`src/rtl/dram_port_arbiter.sv`:
```
// Two-port arbiter for the single-port DRAM data interface: port 0 (CPU) has
// priority, port 1 (DMA/debug) is force-granted after STARVE_LIMIT denials.
module dram_port_arbiter #(
   parameter int DATA_WIDTH   = 33,
   parameter int STARVE_LIMIT = 4
) (
   input  logic                  clk,
   input  logic                  rstn,

   input  logic                  p0_req,
   input  logic [31:0]           p0_addr,
   input  logic                  p0_is_cap,
   input  logic                  p0_we,
   input  logic [3:0]            p0_be,
   input  logic [DATA_WIDTH-1:0] p0_wdata,
   output logic                  p0_gnt,
   output logic                  p0_rvalid,
   output logic [DATA_WIDTH-1:0] p0_rdata,

   input  logic                  p1_req,
   input  logic [31:0]           p1_addr,
   input  logic                  p1_is_cap,
   input  logic                  p1_we,
   input  logic [3:0]            p1_be,
   input  logic [DATA_WIDTH-1:0] p1_wdata,
   output logic                  p1_gnt,
   output logic                  p1_rvalid,
   output logic [DATA_WIDTH-1:0] p1_rdata,

   output logic                  mem_en,
   output logic [31:0]           mem_addr,
   output logic                  mem_is_cap,
   output logic                  mem_we,
   output logic [3:0]            mem_be,
   output logic [DATA_WIDTH-1:0] mem_wdata,
   input  logic [DATA_WIDTH-1:0] mem_rdata
);

   localparam logic [0:0] ST_NORMAL = 1'b0;
   localparam logic [0:0] ST_FORCE1 = 1'b1;
   localparam logic [3:0] LIMIT     = 4'(STARVE_LIMIT);

   logic [0:0] state_q, state_d;
   logic [3:0] starve_cnt_q, starve_cnt_d;
   logic       resp_valid_q, resp_owner_q, resp_we_q;
   logic       gnt0, gnt1;

   // NOTE: every signal gets a default at the top of the block so no path
   // through the case/if tree leaves it unassigned and infers a latch.
   always_comb begin
      gnt0         = 1'b0;
      gnt1         = 1'b0;
      state_d      = ST_NORMAL;
      starve_cnt_d = '0;
      // Grants are gated by rstn so mem_en drops the moment reset asserts.
      if (rstn) begin
         case (state_q)
            ST_FORCE1: begin
               if (p1_req) gnt1 = 1'b1;
               else        gnt0 = p0_req;
            end
            default: begin
               gnt0 = p0_req;
               gnt1 = ~p0_req & p1_req;
               if (p1_req && !gnt1) begin
                  starve_cnt_d = starve_cnt_q + 4'd1;
                  if (starve_cnt_d == LIMIT) state_d = ST_FORCE1;
               end
            end
         endcase
      end
   end

   always_comb begin
      mem_en     = gnt0 | gnt1;
      mem_addr   = '0;
      mem_is_cap = 1'b0;
      mem_we     = 1'b0;
      mem_be     = '0;
      mem_wdata  = '0;
      if (gnt0) begin
         mem_addr   = p0_addr;
         mem_is_cap = p0_is_cap;
         mem_we     = p0_we;
         mem_be     = p0_be;
         mem_wdata  = p0_wdata;
      end else if (gnt1) begin
         mem_addr   = p1_addr;
         mem_is_cap = p1_is_cap;
         mem_we     = p1_we;
         mem_be     = p1_be;
         mem_wdata  = p1_wdata;
      end
   end

   // NOTE: sequential state uses non-blocking assignments so every register
   // samples the pre-edge values regardless of statement order.
   always_ff @(posedge clk or negedge rstn) begin
      if (!rstn) begin
         state_q      <= ST_NORMAL;
         starve_cnt_q <= '0;
         resp_valid_q <= 1'b0;
         resp_owner_q <= 1'b0;
         resp_we_q    <= 1'b0;
      end else begin
         state_q      <= state_d;
         starve_cnt_q <= starve_cnt_d;
         resp_valid_q <= mem_en;
         if (mem_en) begin
            resp_owner_q <= gnt1;
            resp_we_q    <= mem_we;
         end
      end
   end

   assign p0_gnt    = gnt0;
   assign p1_gnt    = gnt1;
   assign p0_rvalid = resp_valid_q & ~resp_owner_q;
   assign p1_rvalid = resp_valid_q &  resp_owner_q;
   // Write completions return zero data to the owner.
   assign p0_rdata  = (p0_rvalid & ~resp_we_q) ? mem_rdata : '0;
   assign p1_rdata  = (p1_rvalid & ~resp_we_q) ? mem_rdata : '0;

endmodule

```
`config.mk`:
```
export PLATFORM = sky130hd
export DESIGN_NAME = dram_port_arbiter
export DESIGN_NICKNAME = d
export VERILOG_FILES = /design/src/rtl/dram_port_arbiter.sv
export SDC_FILE = /design/constraint.sdc
export NUM_CORES = 1
export LEC_CHECK = 0
export CORE_AREA = 3 3 122 124
export CTS_CLUSTER_SIZE = 25
export DETAILED_ROUTE_END_ITERATION = 6
export DIE_AREA = 0 0 125 127
export SYNTH_ARGS = -nofsm -noshare
export SYNTH_HDL_FRONTEND = slang
export SYNTH_SLANG_ARGS = --single-unit
```
`constraint.sdc`:
```
create_clock -name clk -period 1.75 [get_ports clk]
set_input_delay 0.175 -clock clk [delete_from_list [all_inputs] [get_ports clk]]
set_output_delay 0.175 -clock clk [all_outputs]
set_load 0.05 [all_outputs]
```
# Word level (Yosys, flattened, before mapping)
# Index checks and enable logic that the tools add are counted.
# op_classes
add_sub_neg	1
mul	0
n_div	0
magnitude_cmp	0
n_eq_ne	1
shifts	0
n_mux	25
bitwise_logic	9
n_reduce_logical	2
# ops
cell	count
$mux 33	4
$mux 32	2
$mux 4	5
$mux 1	14
$and 1x1->1	5
$add 4x1->4 const B	1
$eq 4x3->1 const B	1
$not 1->1	3
$logic_and 1x1->1	1
$logic_not 1->1	1
$or 1x1->1	1
# totals
ff_bits	8
latch_bits	0
ram_bits	0
rom_bits	0
input_bits	179
output_inout_bits	142
elab_cells	43
n_memories	0

# Depth between registers and ports, before layout
# Gate-level depths: netlist of the first run.
# logic_depth
depth_word	7
ltp_mapped	5
ltp_nobuf	3

# Worst setup path before layout of the first run
# OpenSTA, ideal clock, no wires.
# synth_path
kind	reg2out
startpoint	register state_q
endpoint	output port mem_addr[22]
t_arrival_ns	1.413
t_required_ns	1.575
setup_slack_ns	0.162
stages_incl_launch_ff	5
path_buffers	1
path_cell_list	dfrtp_1 > nor2b_2 > nor2_4 > buf_2 > a22o_1
# synth_via
elab_chain_len	4
word_cells_on_any_way	6
classes_between	mux: 6
# synth_rtl
item	line_no	source
start: declaration	43	logic [0:0] state_q, state_d;
start signal: assignment	106	state_q <= state_d;
$mux 1	57	case (state_q)
$mux 1	56	if (rstn) begin
via p1_gnt	26	output logic p1_gnt,
$mux 32	87	end else if (gnt1) begin
$mux 32	81	if (gnt0) begin
end: declaration	31	output logic [31:0] mem_addr,
# The timed path passes the listed nets, and every way through them passes these cells.

# Worst setup path in the final report of the first run
# layout_path
startpoint	register state_q
endpoint	output port mem_wdata[8]
# layout_via
elab_chain_len	4
word_cells_on_any_way	6
classes_between	mux: 6
# layout_rtl
item	line_no	source
$mux 1	57	
$mux 1	56	
$mux 33	87	
$mux 33 (*)	81	
end: declaration	35	output logic [DATA_WIDTH-1:0] mem_wdata,
# Every way passes the cells marked *; elsewhere a longest branch is shown, timed or not.

==> results of run 1 <==
==> layout by cell type (no fill, tap or decap), types with 2 or more instances in the layout <==
cell / instances
nand3_1: 2
buf_4: 12
clkbuf_16: 6
dfrtp_1: 7
buf_6: 8
nor2_1: 4
and2_1: 66
buf_12: 149
clkdlybuf4s50_1: 175
a22o_1: 39
dlygate4sd2_1: 3
nor2b_1: 2
a22o_4: 32
==> synth_stat cells (all sizes together) <==
cell type  number
a221o           1
nor4b           1
and2           67
nor2            5
o22ai           1
nor3b           2
clkbuf          6
a21oi           1
xor2            1
nor2b           3
buf            15
dfrtp           8
inv             2
a22o           71
ha              1
nand3           2
xnor2           1
nand2           2
o21a            1
==> worst paths after layout <==
| path | endpoint | slack [ns] | cells after the start |
|---|---|---|---|
| min in group clk | starve_cnt_q[0] | 0.47 | 1 |
| min reg2reg | starve_cnt_q[0] | 0.47 | 1 |
| max reg2reg | state_q | 0.49 | 4 |
| max | mem_wdata[8] | 0.02 | 6 |
| min | resp_owner_q | 0.05 | 2 |
| max in group asynchronous | starve_cnt_q[0] | 1.55 | 2 |
==> power breakdown <==
part	leakage, uW	total (uW)	internal [uW]	switching (uW)
Sequential	0.000105	207	195	11.2
Combinational	0.00279	2310	1240	1070
Clock	0.0000370	386	295	91.7
Total	0.00293	2910	1730	1170
==> flip-flops by register name, summed over array words and instances, names as in the netlist <==
signal and flops:
starve_cnt_q 4, resp_valid_q 1, resp_we_q 1, resp_owner_q 1, state_q 1
==> area by class of cell <==
| cell class | instances | area (um2) |
|---|---|---|
| multi-input cells | 160 | 1508 |
| flip-flops and latches | 8 | 201.4 |
| clock buffers | 3 | 75.07 |
| inverters | 2 | 7.507 |
| fillers | 1179 | 6833 |
| well taps | 180 | 225.2 |
| repair buffers | 351 | 5031 |
==> through the flow <==
stage	area (um2)	setup TNS, ns	hold slack, ns	instances	setup slack [ns]
2_1_floorplan	1531	0	-0.1206	191	0.1615
3_3_place_gp	6531	-3.906	0.4430	696	-0.08267
3_5_place_dp	6531	-5.725	0.4732	696	-0.1203
4_1_cts	6701	-0.1447	0.03980	701	-0.02168
5_1_grt	7048	-0.7289	0.05880	704	-0.03593
6_report	7048	0	0.04765	704	0.01542
==> routing by layer <==
metal	part of all wire (%)	routed length (um)	track usage, %	up-vias
met5	0	0	0	-
met4	0.55	74	1.148	0
met3	9.8	1304	5.184	7
met2	53	7105	27.71	183
met1	36	4853	16.92	1386
li1	-	-	-	1381
==> cells by family (layout without fill, tap and decap cells) <==
logic type,count (synthesis),count (layout),share of synthesized area [%]
adder cells (fa/ha/maj),1,1,0.8169
AO/OA/AOI/OAI,75,75,42.48
XOR/XNOR,2,2,1.144
AND/OR/NAND/NOR,82,82,34.23
buffers and inverters,23,356,8.251
flip-flops,8,8,13.07
==> what timing repair did <==
item	4_1_cts	5_1_grt
setup endpoints to repair	70	71
resized for setup	14	36
buffers inserted	1	1
gates cloned	1	3
pin swaps	14	21
==> impl_table.tex, run 1 <==
\begin{tabular}{lr}
\hline
Metric & Value \\
\hline
\multicolumn{2}{l}{\textbf{Critical path}} \\
\quad CP Cell Sequence & a21oi\_4 -> buf\_12 -> clkbuf\_16 -> buf\_4 -> a22o\_1 -> buf\_12 \\
\quad Startpoint of the lowest-slack register-to-register path & state\_q \\
\quad Critical Path Slowest Stage Cell & dfrtp\_1 \\
\quad Critical path launch point & state\_q \\
\quad Setup crit start kind & flip-flop \\
\quad CP Class & flip-flop to output port \\
\quad Most frequent cell on the critical path & buf\_12 \\
\quad Critical path buffer and inverter count & 4 \\
\quad Largest stage delay on the critical path & 0.39 ns \\
\quad CP top delay family & buffers and inverters \\
\quad Req. time, crit path & 1.57 ns \\
\quad Worst setup EP type & output port \\
\quad Crit path max fanout & 4 \\
\quad Worst path arrival time & 1.56 ns \\
\multicolumn{2}{l}{\textbf{Routing}} \\
\quad Detail-routed via count per cell & 4.200 \\
\quad Post-Route WL & 13340 um \\
\quad Routed wire length per instance & 18.94 um \\
\quad Vias post-DR & 2957 \\
\quad Number of antenna-violating nets in the routed design & 0 \\
\quad Number of DRC markers in iteration 0 & 59 \\
\quad Number of optimization iterations in the first detailed-route pass & 4 \\
\quad Detailed-route DRC error count & 0 \\
\multicolumn{2}{l}{\textbf{Power}} \\
\quad Pwr per Cell Area & 412.6 nW/um2 \\
\quad Final total power & 2908 uW \\
\quad Worst vdd ir & 0.2700 mV \\
\quad LEAKAGE & 0.002929 uW \\
\multicolumn{2}{l}{\textbf{Synth}} \\
\quad Synthesis Warnings & 0 \\
\quad Netlist Area Pre-Place & 1531 um2 \\
\quad Yosys top cell by area & a22o\_1 \\
\quad Synthesized netlist net count & 371 \\
\quad Syn Area/Cell & 8.018 um2 \\
\quad Top cells by area, synth & a22o\_1 (41\%), and2\_1 (27\%), dfrtp\_1 (13\%), buf\_4 (3.4\%), buf\_2 (2.6\%) \\
\quad Synthesized flop and latch total & 8 \\
\quad Share of synthesized area occupied by flip-flops and latches & 13.07\% \\
\quad Number of distinct library cells after synthesis & 24 \\
\quad Cell count after synthesis & 191 \\
\quad Fraction of synthesized cell area taken by the top area cell type & 40.60\% \\
\multicolumn{2}{l}{\textbf{STA}} \\
\quad Slew Limit Fails & 0 \\
\quad Final setup skew & 0.002651 ns \\
\quad Setup repair after global routing missed its margin & yes \\
\quad Shortest clock period the worst path allows after layout & 1.735 ns \\
\quad Achievable Freq & 576.5 MHz \\
\quad Transition time at the pin with the least slew margin & 0.2400 ns \\
\quad Worst slew margin relative to its limit & 83.96\% \\
\quad Setup violation total in the final timing report & 0 \\
\quad Period utilisation layout & 99.12\% \\
\quad Final hold viol count & 0 \\
\multicolumn{2}{l}{\textbf{Min path}} \\
\quad Hold/Removal Path Class & primary input to async pin \\
\multicolumn{2}{l}{\textbf{Cells and area}} \\
\quad Number of antenna repair diodes & 0 \\
\quad Synthesis-to-layout area growth & 360.2\% \\
\quad Final nets & 706 \\
\quad Fraction of final layout cells with drive strength greater than 1 & 41.60\% \\
\quad Share of the core filled with cells & 50.78\% \\
\multicolumn{2}{l}{\textbf{Floorplanning}} \\
\quad Initial cell density of the core & 11.03\% \\
\quad Die outline area & 15880 um2 \\
\quad Overall die height & 127 um \\
\quad Ports & 321 \\
\quad Core area & 13880 um2 \\
\quad Cell Rows & 43 \\
\quad Chip Width & 125 um \\
\multicolumn{2}{l}{\textbf{Global routing}} \\
\quad GRT Util Overall & 14.80\% \\
\quad Vias in the first global route & 3241 \\
\quad Grt ovf & 0 \\
\quad Maximum number of pins on one net before global-route repair & 55 \\
\quad Global-route wire length before repair & 18980 um \\
\quad Number of antenna violations at the first check in global routing & 0 \\
\multicolumn{2}{l}{\textbf{CTS}} \\
\quad H-tree Lvls & 1 \\
\quad Clock tree from TritonCTS & built \\
\quad Total of hold buffers inserted after clock tree synthesis & 0 \\
\quad Clock latency on the worst-skew pair & 0.23 ns \\
\quad Root Driver & clkbuf\_16 \\
\quad CTS Buf Count & 3 \\
\quad Number of clock sinks & 8 \\
\quad Clock transition at the register clock pins on the worst setup and hold paths after CTS & 0.04 ns \\
\quad Maximum count of clock buffers along a single path & 2 \\
\multicolumn{2}{l}{\textbf{Run status}} \\
\quad Result of the run & finished clean \\
\multicolumn{2}{l}{\textbf{Placed design}} \\
\quad RD Place Congestion & 0.8335 \\
\quad Detail Placement HPWL & 11130 um \\
\quad Count of buffers from port buffering & 320 \\
\multicolumn{2}{l}{\textbf{Job}} \\
\quad Max Cap Violations & 0 \\
\hline
\end{tabular}
(Power assumes the default switching activity.)
==> inputs of run 2 (changes only) <==
==> constraint.sdc (replaced) <==
create_clock -name clk -period 1.75 [get_ports clk]
set_input_delay 0.2625 -clock clk [delete_from_list [all_inputs] [get_ports clk]]
set_output_delay 0.2625 -clock clk [all_outputs]
set_load 0.05 [all_outputs]
==> run 2 against run 1 <==
  * The run now ends with setup timing left
  * Power is 3.1% higher
  * Die area stayed put
  * Combinational power is 4% higher
  * Sequential share of layout area is 0.073 points lower
  * Setup slack worse by 0.088 ns
  * Routed wire length is 3.9% higher
  * Count of clock-buffer cells in the layout stayed put
  * Fmax is 4.8% lower
  * Worst hold slack better by 0.060 ns
  * Sequential power hardly changed
  * Core utilization is 1.3 points higher
  * Flip-flop and latch count stayed put
  * Largest power group unchanged
==> impl_table.tex, run 2 (same netlist as run 1, synthesis figures left out) <==
\begin{tabular}{lr}
\hline
Metric & Value \\
\hline
\multicolumn{2}{l}{\textbf{Min path}} \\
\quad Hold/Removal Path Class & primary input to async pin \\
\multicolumn{2}{l}{\textbf{CTS}} \\
\quad Clock transition at the register clock pins on the worst setup and hold paths after CTS & 0.04 ns \\
\quad Maximum count of clock buffers along a single path & 2 \\
\quad Number of clock sinks & 8 \\
\quad Clock latency on the worst-skew pair & 0.23 ns \\
\quad Clock tree from TritonCTS & built \\
\quad CTS Buf Count & 3 \\
\quad Root Driver & clkbuf\_16 \\
\quad H-tree Lvls & 1 \\
\multicolumn{2}{l}{\textbf{Global routing}} \\
\quad Grt ovf & 0 \\
\quad GRT Util Overall & 15.18\% \\
\quad Global-route wire length before repair & 19270 um \\
\quad Maximum number of pins on one net before global-route repair & 55 \\
\quad Vias in the first global route & 3241 \\
\quad Number of antenna violations at the first check in global routing & 0 \\
\multicolumn{2}{l}{\textbf{Floorplanning}} \\
\quad Initial cell density of the core & 11.03\% \\
\quad Cell Rows & 43 \\
\quad Overall die height & 127 um \\
\quad Core area & 13880 um2 \\
\quad Chip Width & 125 um \\
\quad Die outline area & 15880 um2 \\
\quad Ports & 321 \\
\multicolumn{2}{l}{\textbf{Cells and area}} \\
\quad Highest-count cells in the layout ignoring fill and taps & clkdlybuf4s50\_1 (175), buf\_12 (149), and2\_4 (66) \\
\quad Number of antenna repair diodes & 0 \\
\quad Final nets & 711 \\
\quad Fraction of final layout cells with drive strength greater than 1 & 53.31\% \\
\quad Reg with most FFs & starve\_cnt\_q \\
\quad Synthesis-to-layout area growth & 372.3\% \\
\quad Combined area of the multi-input logic cells & 1618 um2 \\
\quad Max reg flops & 4 \\
\quad Seq. cell area & 201.4 um2 \\
\quad Most common library cell in the layout ignoring fill and taps & clkdlybuf4s50\_1 \\
\quad Filler instances & 1178 \\
\multicolumn{2}{l}{\textbf{Run status}} \\
\quad Violated checks & setup timing \\
\quad Result of the run & finished, violations left \\
\multicolumn{2}{l}{\textbf{Routing}} \\
\quad Routed wire length per instance & 19.55 um \\
\quad Vias post-DR & 3009 \\
\quad Met2 wire length & 7518 um \\
\quad Number of antenna-violating nets in the routed design & 0 \\
\quad Number of optimization iterations in the first detailed-route pass & 4 \\
\quad Routed length on met1 & 4848 um \\
\quad Highest routing layer actually used & met4 \\
\quad Detail-routed via count per cell & 4.244 \\
\quad Detailed-route DRC error count & 0 \\
\quad Number of DRC markers in iteration 0 & 60 \\
\quad Post-Route WL & 13860 um \\
\quad Length of routed met3 wiring & 1296 um \\
\multicolumn{2}{l}{\textbf{Critical path}} \\
\quad Worst setup EP type & output port \\
\quad CP Class & flip-flop to output port \\
\quad Critical path launch point & state\_q \\
\quad Largest stage delay on the critical path & 0.39 ns \\
\quad Worst path arrival time & 1.56 ns \\
\quad Startpoint of the lowest-slack register-to-register path & state\_q \\
\quad Crit path max fanout & 27 \\
\quad Setup crit start kind & flip-flop \\
\quad Req. time, crit path & 1.49 ns \\
\quad Critical Path Slowest Stage Cell & dfrtp\_1 \\
\quad CP Cell Sequence & nor2b\_2 -> nor2\_4 -> clkbuf\_16 -> a22o\_1 -> buf\_12 \\
\multicolumn{2}{l}{\textbf{STA}} \\
\quad Setup repair after global routing missed its margin & yes \\
\quad Worst hold slack across all endpoints & 0.1077 ns \\
\quad Setup slack after layout & -0.07299 ns \\
\quad Transition time at the pin with the least slew margin & 0.2746 ns \\
\quad Final setup skew & 0.003430 ns \\
\quad Setup violation total in the final timing report & 74 \\
\quad Period utilisation layout & 104.2\% \\
\quad Slew Limit Fails & 0 \\
\quad Achievable Freq & 548.6 MHz \\
\quad Shortest clock period the worst path allows after layout & 1.823 ns \\
\quad Final sum of negative setup slack & -2.701 ns \\
\quad Final hold viol count & 0 \\
\quad Worst slew margin relative to its limit & 81.66\% \\
\multicolumn{2}{l}{\textbf{Power}} \\
\quad LEAKAGE & 0.003029 uW \\
\quad Pwr per Cell Area & 414.4 nW/um2 \\
\quad Worst vdd ir & 0.2887 mV \\
\multicolumn{2}{l}{\textbf{Placed design}} \\
\quad RD Place Congestion & 0.8471 \\
\quad Count of buffers from port buffering & 320 \\
\quad Detail Placement HPWL & 11180 um \\
\multicolumn{2}{l}{\textbf{Job}} \\
\quad Max Cap Violations & 0 \\
\hline
\end{tabular}
[run 2: cell count changes in the layout (fill, tap and decap cells not counted), sizes merged]
cell,delta
buf,+5
dlygate4sd2,-2
clkdlybuf4s15,+2
[run 2: critical path, delay by kind of cell (launching register included)]
family / cells / cell delay (ns)
AOI/OAI and AO/OA: 1 / 0.20
and+or+nand+nor: 2 / 0.31
buffers and inverters: 2 / 0.41
DFF: 1 / 0.39
[run 2: per-layer routing]
metal,global-route usage [%],up-vias
met2,28.28,197
met1,16.83,1407
met5,0,-
met4,2.679,0
met3,5.393,12
li1,-,1393
[run 2: final cells by class]
cell class | instances | area share, %
well taps | 180 | 3.114
multi-input cells | 160 | 22.37
inverters | 2 | 0.1038
flip-flops and latches | 8 | 2.785
repair buffers | 356 | 70.59
clock buffers | 3 | 1.038
[run 2: what timing repair did]
action / CTS / global route
buffers inserted: 4 / 2
endpoints found under the setup margin: 83 / 137
gates cloned: 2 / 3
hold buffers: 0 / 0
pin swaps: 62 / 6
resized for setup: 45 / 72
[run 2: where the power goes]
group | leakage [uW] | internal [uW] | switching [uW] | total, uW
registers | 0.000105 | 195 | 10.9 | 206
clock network | 0.0000370 | 294 | 86.2 | 380
logic | 0.00289 | 1320 | 1090 | 2410
total | 0.00303 | 1810 | 1190 | 3000
[run 2: worst paths after layout]
path,end,slack [ns],cells after the start
setup / recovery,mem_wdata[25],-0.07,5
hold / removal,resp_owner_q,0.11,2
setup reg to reg,state_q,0.45,4
hold reg to reg,starve_cnt_q[0],0.47,1
max in group asynchronous,starve_cnt_q[3],1.48,2
min in group clk,starve_cnt_q[0],0.47,1
[run 2: per-stage QoR]
| stage | util, % | instances | area [um2] | setup slack [ns] | power [uW] |
|---|---|---|---|---|---|
| after floorplan | - | 191 | 1531 | 0.04668 | 1071 |
| after global placement | 47.14 | 696 | 6544 | -0.2692 | 2402 |
| after detailed placement | 47.14 | 696 | 6544 | -0.2853 | 2412 |
| after CTS | 49.51 | 705 | 6873 | -0.1023 | 2896 |
| after global routing | 52.11 | 709 | 7233 | -0.1379 | 3100 |
| final | 52.11 | 709 | 7233 | -0.07299 | 2997 |
==> RTL change 1 (config.mk and constraints of run 2) <==
Reset style: synchronous (`rstn`), changed in one clocked block.
--- a/src/rtl/dram_port_arbiter.sv
+++ b/src/rtl/dram_port_arbiter.sv
@@ -95,7 +95,7 @@
 
    // NOTE: sequential state uses non-blocking assignments so every register
    // samples the pre-edge values regardless of statement order.
-   always_ff @(posedge clk or negedge rstn) begin
+   always_ff @(posedge clk) begin
       if (!rstn) begin
          state_q      <= ST_NORMAL;
          starve_cnt_q <= '0;
Formal check against the unedited RTL: differs if rstn is asserted again (counterexample within 4 cycles, from zero or initial values and one cycle with rstn low); with rstn held inactive, the same outputs for 4 cycles.
==> RTL change 1 against run 2 <==
  * The run still ends with negative setup slack left
  * Register-to-register slack gained 0.24 ns
  * Non-clock buffer count shrank 3
  * Critical endpoint is now mem_addr[13]
  * Core utilization shrank 0.49 points
  * Setup slack lost 0.033 ns
  * Wire length grew 14%
  * Largest cell class unchanged
  * Final area shrank 0.93%
  * Combinational power shrank 8.7%
  * Via count shrank 0.66%
  * Synthesized area grew 0.65%
  * First-iteration DRC count grew 10%
  * Sequential cell count is the same
  * Sequential power shrank 5%
  * Power shrank 7.4%
  * Critical path depth is the same
==> RTL change 1: results (changes against run 2) <==
.. list-table::
   :header-rows: 1

   * - Metric
     - Value
   * - HPWL Detailed
     - 12.49 mm (was 11.18 mm)
   * - Adder and majority cell fraction of the synthesized area
     - 0.008117 (was 0.008170)
   * - Number of fill cells in the layout
     - 1173 (was 1178)
   * - Final Worst Setup Slack
     - -0.1062 ns (was -0.07299 ns)
   * - Flip-flop cell with the highest count after synthesis
     - sky130_fd_sc_hd__dfxtp_1 (was sky130_fd_sc_hd__dfrtp_1)
   * - Portion of netlist area occupied by mux cells
     - 0.007305 (was 0)
   * - First-pass GRT wire length
     - 20.44 mm (was 19.27 mm)
   * - Run status
     - finished with violations (unchanged)
   * - Post-synthesis xor/xnor area fraction
     - 0.01136 (was 0.01144)
   * - Mean routed wirelength per cell
     - 22.27 um (was 19.55 um)
   * - Leakage power
     - 2.977 nW (was 3.029 nW)
   * - Worst-path maximum fanout
     - 11 (was 27)
   * - Critical path arrival
     - 1.59 ns (was 1.56 ns)
   * - Vias
     - 2989 (was 3009)
   * - Rel. slew slack
     - 0.8497 (was 0.8166)
   * - Ratio of cells with drive above 1 in the final layout
     - 0.5264 (was 0.5331)
   * - Setup total negative slack
     - -5.818 ns (was -2.701 ns)
   * - Placement Cell Area
     - 6496 um^2 (was 6544 um^2)
   * - Routability congestion estimate
     - 0.8612 (was 0.8471)
   * - Port Buffer Count
     - 320 (unchanged)
   * - Number of global-route vias before repair
     - 2938 (was 3241)
   * - Total setup violations reported at the end of the flow
     - 72 (was 74)
   * - Fraction of synthesis flops using an asynchronous set or reset pin
     - 0 (was 1.000)
   * - Violations in the final reports
     - negative setup slack (unchanged)
   * - Tot GR Track Use
     - 0.1677 (was 0.1518)
   * - Largest net degree at the start of global routing
     - 34 (was 55)
   * - Net count reported at finish
     - 712 (was 711)
   * - Sequential element share of the synthesized area
     - 0.1039 (was 0.1307)
   * - Initial detailed-routing violation count
     - 66 (was 60)
[RTL change 1: cell count changes after synthesis, sizes merged, moves of 2 or more]
cell | run 2 | this run
dfxtp | 0 | 8
nor3b | 2 | 0
nor2b | 3 | 5
dfrtp | 8 | 0
[RTL change 1: worst max-delay path, cell delays in order, from the launching register on]
cell,delay (ns)
sky130_fd_sc_hd__dfxtp_4,0.34
sky130_fd_sc_hd__nand2b_4,0.12
sky130_fd_sc_hd__and3_4,0.34
sky130_fd_sc_hd__buf_12,0.19
sky130_fd_sc_hd__a22o_1,0.21
sky130_fd_sc_hd__buf_12,0.15
[RTL change 1: final cells by class]
class	instances	share of cell area
repair buffers	353	0.7163
multi-input cells	164	0.2172
well taps	180	0.03143
flip-flops and latches	8	0.02322
clock buffers	3	0.01048
inverters	2	0.001048
diodes	1	0.0003492
[RTL change 1: cells by family after synthesis]
kind of cell / count (synthesis)
buffers and inverters: 24
AO/OA/AOI/OAI: 77
AND/OR/NAND/NOR: 83
multiplexers: 1
adder cells (fa/ha/maj): 1
flip-flops: 8
XOR/XNOR: 2
[RTL change 1: stage by stage]
step / hold slack [ns] / utilization / setup WS, ns / std cells
after floorplan: 0.3727 / - / -0.02063 / 196
after CTS: 0.4452 / 0.4861 / -0.1187 / 696
after detailed placement: 0.4372 / 0.4680 / -0.3196 / 688
after global routing: 0.4671 / 0.5160 / -0.1562 / 710
after global placement: 0.4253 / 0.4680 / -0.3119 / 688
final: 0.4429 / 0.5162 / -0.1062 / 711
[RTL change 1: metal layers]
metal | track usage | share of wire | up-vias
met5 | 0 | 0 | -
met4 | 0.04082 | 0.023 | 0
met3 | 0.02299 | 0.046 | 18
met2 | 0.3410 | 0.57 | 130
met1 | 0.1807 | 0.36 | 1442
li1 | - | - | 1399
[RTL change 1: where the power goes]
| part | total [W] | internal [W] | switching [W] |
|---|---|---|---|
| logic | 0.00220 | 0.00121 | 0.000998 |
| registers | 0.000195 | 0.000188 | 0.00000640 |
| clock network | 0.000378 | 0.000294 | 0.0000838 |
[RTL change 1: timing repair]
item | 4_1_cts | 5_1_grt
pin swaps | 35 | 9
gates resized for setup | 35 | 47
setup buffers | 2 | 6
endpoints found under the setup margin | 106 | 121
gates cloned | 3 | 9
[RTL change 1: path summary, 6_finish.rpt]
check / slack [ns] / end / start / depth (start not counted)
worst max register to register: 0.69 / resp_we_q / state_q / 4
worst max-delay path: -0.11 / mem_addr[13] / state_q / 5
worst min-delay path: 0.44 / starve_cnt_q[0] / starve_cnt_q[0] / 1
worst min register to register: 0.44 / starve_cnt_q[0] / starve_cnt_q[0] / 1
==> RTL change 2 (config.mk and constraints of run 2) <==
Made on the original files. Set the parameter `DATA_WIDTH` to 37 (it was 33).
--- a/src/rtl/dram_port_arbiter.sv
+++ b/src/rtl/dram_port_arbiter.sv
@@ -1,7 +1,7 @@
 // Two-port arbiter for the single-port DRAM data interface: port 0 (CPU) has
 // priority, port 1 (DMA/debug) is force-granted after STARVE_LIMIT denials.
 module dram_port_arbiter #(
-   parameter int DATA_WIDTH   = 33,
+   parameter int DATA_WIDTH   = 37,
    parameter int STARVE_LIMIT = 4
 ) (
    input  logic                  clk,
Ports: changed (6 resized); port bits go from 321 to 345. No check against the original RTL was run, so the function may have changed too.
==> RTL change 2 against run 2 <==
  * Power grew 11%
  * Synthesized area grew 6.3%
  * Sequential cell count is the same
  * Largest power group unchanged
  * Combinational power grew 13%
  * Setup slack lost 0.0082 ns
  * Wire length grew 21%
  * Global-route usage grew 3.2 points
  * Count of clock-buffer cells in the layout is the same
  * Synthesized cell count grew 6.8%
  * The run still ends with negative setup slack left
  * Final area grew 13%
==> RTL change 2: results (changes against run 2) <==
.. list-table::
   :header-rows: 1

   * - Metric
     - Value
   * - Antenna violations before repair
     - 2 (was 0)
   * - Run status
     - finished with violations (unchanged)
   * - Detailed-routed wire length on met3
     - 1.209 mm (was 1.296 mm)
   * - Largest net degree at the start of global routing
     - 38 (was 55)
   * - Wire length on met1
     - 6.121 mm (was 4.848 mm)
   * - Violations in the final reports
     - negative setup slack (unchanged)
   * - Total setup violations reported at the end of the flow
     - 113 (was 74)
   * - First-pass GRT wire length
     - 22.54 mm (was 19.27 mm)
   * - Global-route met1 utilization
     - 0.2057 (was 0.1683)
   * - DR WL met2
     - 9.155 mm (was 7.518 mm)
   * - Total clock network power
     - 0.000385 W (was 0.000380 W)
   * - Net count reported at finish
     - 768 (was 711)
   * - Tot GR Track Use
     - 0.1835 (was 0.1518)
   * - Worst slack at placement
     - -0.3193 ns (was -0.2853 ns)
   * - Initial detailed-routing violation count
     - 127 (was 60)
   * - Port Buffer Count
     - 344 (was 320)
   * - Vias
     - 3295 (was 3009)
   * - M2 GR Usage
     - 0.3470 (was 0.2828)
   * - Mean routed wirelength per cell
     - 22.21 um (was 19.55 um)
   * - Global-route track usage on met3
     - 0.04348 (was 0.05393)
   * - Net Count, Synth
     - 396 (was 371)
   * - Ratio of cells with drive above 1 in the final layout
     - 0.5662 (was 0.5331)
   * - HPWL Detailed
     - 12.10 mm (was 11.18 mm)
   * - Delay of the slowest cell on the worst path
     - 0.42 ns (was 0.39 ns)
   * - Worst Tran Pin Value
     - 0.2745 ns (was 0.2746 ns)
   * - Power in combinational cells
     - 0.00273 W (was 0.00241 W)
   * - Final Worst Setup Slack
     - -0.08114 ns (was -0.07299 ns)
   * - Worst vdd ir
     - 0.3796 mV (was 0.2887 mV)
   * - Worst-path maximum fanout
     - 14 (was 27)
RTL change 2: cell count changes in the layout (fill, tap and decap cells not counted), moves of 8 or more:
| cell | before | now |
|---|---|---|
| sky130_fd_sc_hd__a22o_4 | 26 | 57 |
| sky130_fd_sc_hd__buf_12 | 149 | 161 |
| sky130_fd_sc_hd__and2_4 | 66 | 58 |
| sky130_fd_sc_hd__clkdlybuf4s50_1 | 175 | 187 |
| sky130_fd_sc_hd__and2_1 | 1 | 17 |
| sky130_fd_sc_hd__a22o_1 | 45 | 18 |
RTL change 2: per-stage QoR:
stage / TNS, ns / util / hold slack [ns] / power [W] / instances
2_1_floorplan: 0 / - / -0.03309 / 0.001143 / 204
3_3_place_gp: -19.05 / 0.4952 / 0.4378 / 0.002549 / 719
3_5_place_dp: -21.07 / 0.4952 / 0.4517 / 0.002557 / 719
4_1_cts: -7.879 / 0.5573 / 0.1640 / 0.003208 / 744
5_1_grt: -11.71 / 0.5900 / 0.1833 / 0.003416 / 756
6_report: -5.712 / 0.5900 / 0.1654 / 0.003317 / 756
RTL change 2: cells by family (layout without fill, tap and decap cells):
| logic type | after synthesis | in the layout | share of synthesized area |
|---|---|---|---|
| buf+inv | 24 | 394 | 0.08070 |
| flops | 8 | 8 | 0.1230 |
| compound gates | 79 | 79 | 0.4235 |
| xor+xnor | 2 | 2 | 0.01076 |
| simple gates | 90 | 90 | 0.3544 |
| other cells | 0 | 2 | 0 |
| fa+ha+maj | 1 | 1 | 0.007685 |
RTL change 2: what timing repair did:
action                                  in CTS  in global routing
endpoints found under the setup margin     114                149
resized for setup                           99                 55
buffers inserted                            14                  4
pin swaps                                   51                 25
cloned                                       8                 10
RTL change 2: worst paths after layout:
check | startpoint | end | slack, ns | depth (start not counted)
worst max-delay path | state_q | mem_addr[13] | -0.08 | 6
worst min-delay path | rstn | starve_cnt_q[3] | 0.17 | 2
worst max register to register | state_q | resp_we_q | 0.41 | 5
worst min register to register | starve_cnt_q[3] | state_q | 0.46 | 1
max in group asynchronous | rstn | resp_we_q | 1.44 | 2
min in group clk | starve_cnt_q[3] | state_q | 0.46 | 1
RTL change 2: cell type report:
type | count | area [um^2] | share of cell area
Timing Repair Buffer | 389 | 5714 | 0.6978
Multi-Input combinational cell | 172 | 1961 | 0.2394
Tap cell | 180 | 225.2 | 0.02750
Sequential cell | 8 | 201.4 | 0.02460
Clock buffer | 3 | 75.07 | 0.009167
Inverter | 2 | 7.507 | 0.0009167
Antenna cell | 2 | 5.005 | 0.0006112
RTL change 2: worst reg2reg max path: cells and delay by family, from the launching register on:
kind	cells	cell delay (ns)
AO/OA/AOI/OAI	1	0.30
AND/OR/NAND/NOR	2	0.22
buffers and inverters	2	0.27
flip-flops	1	0.42
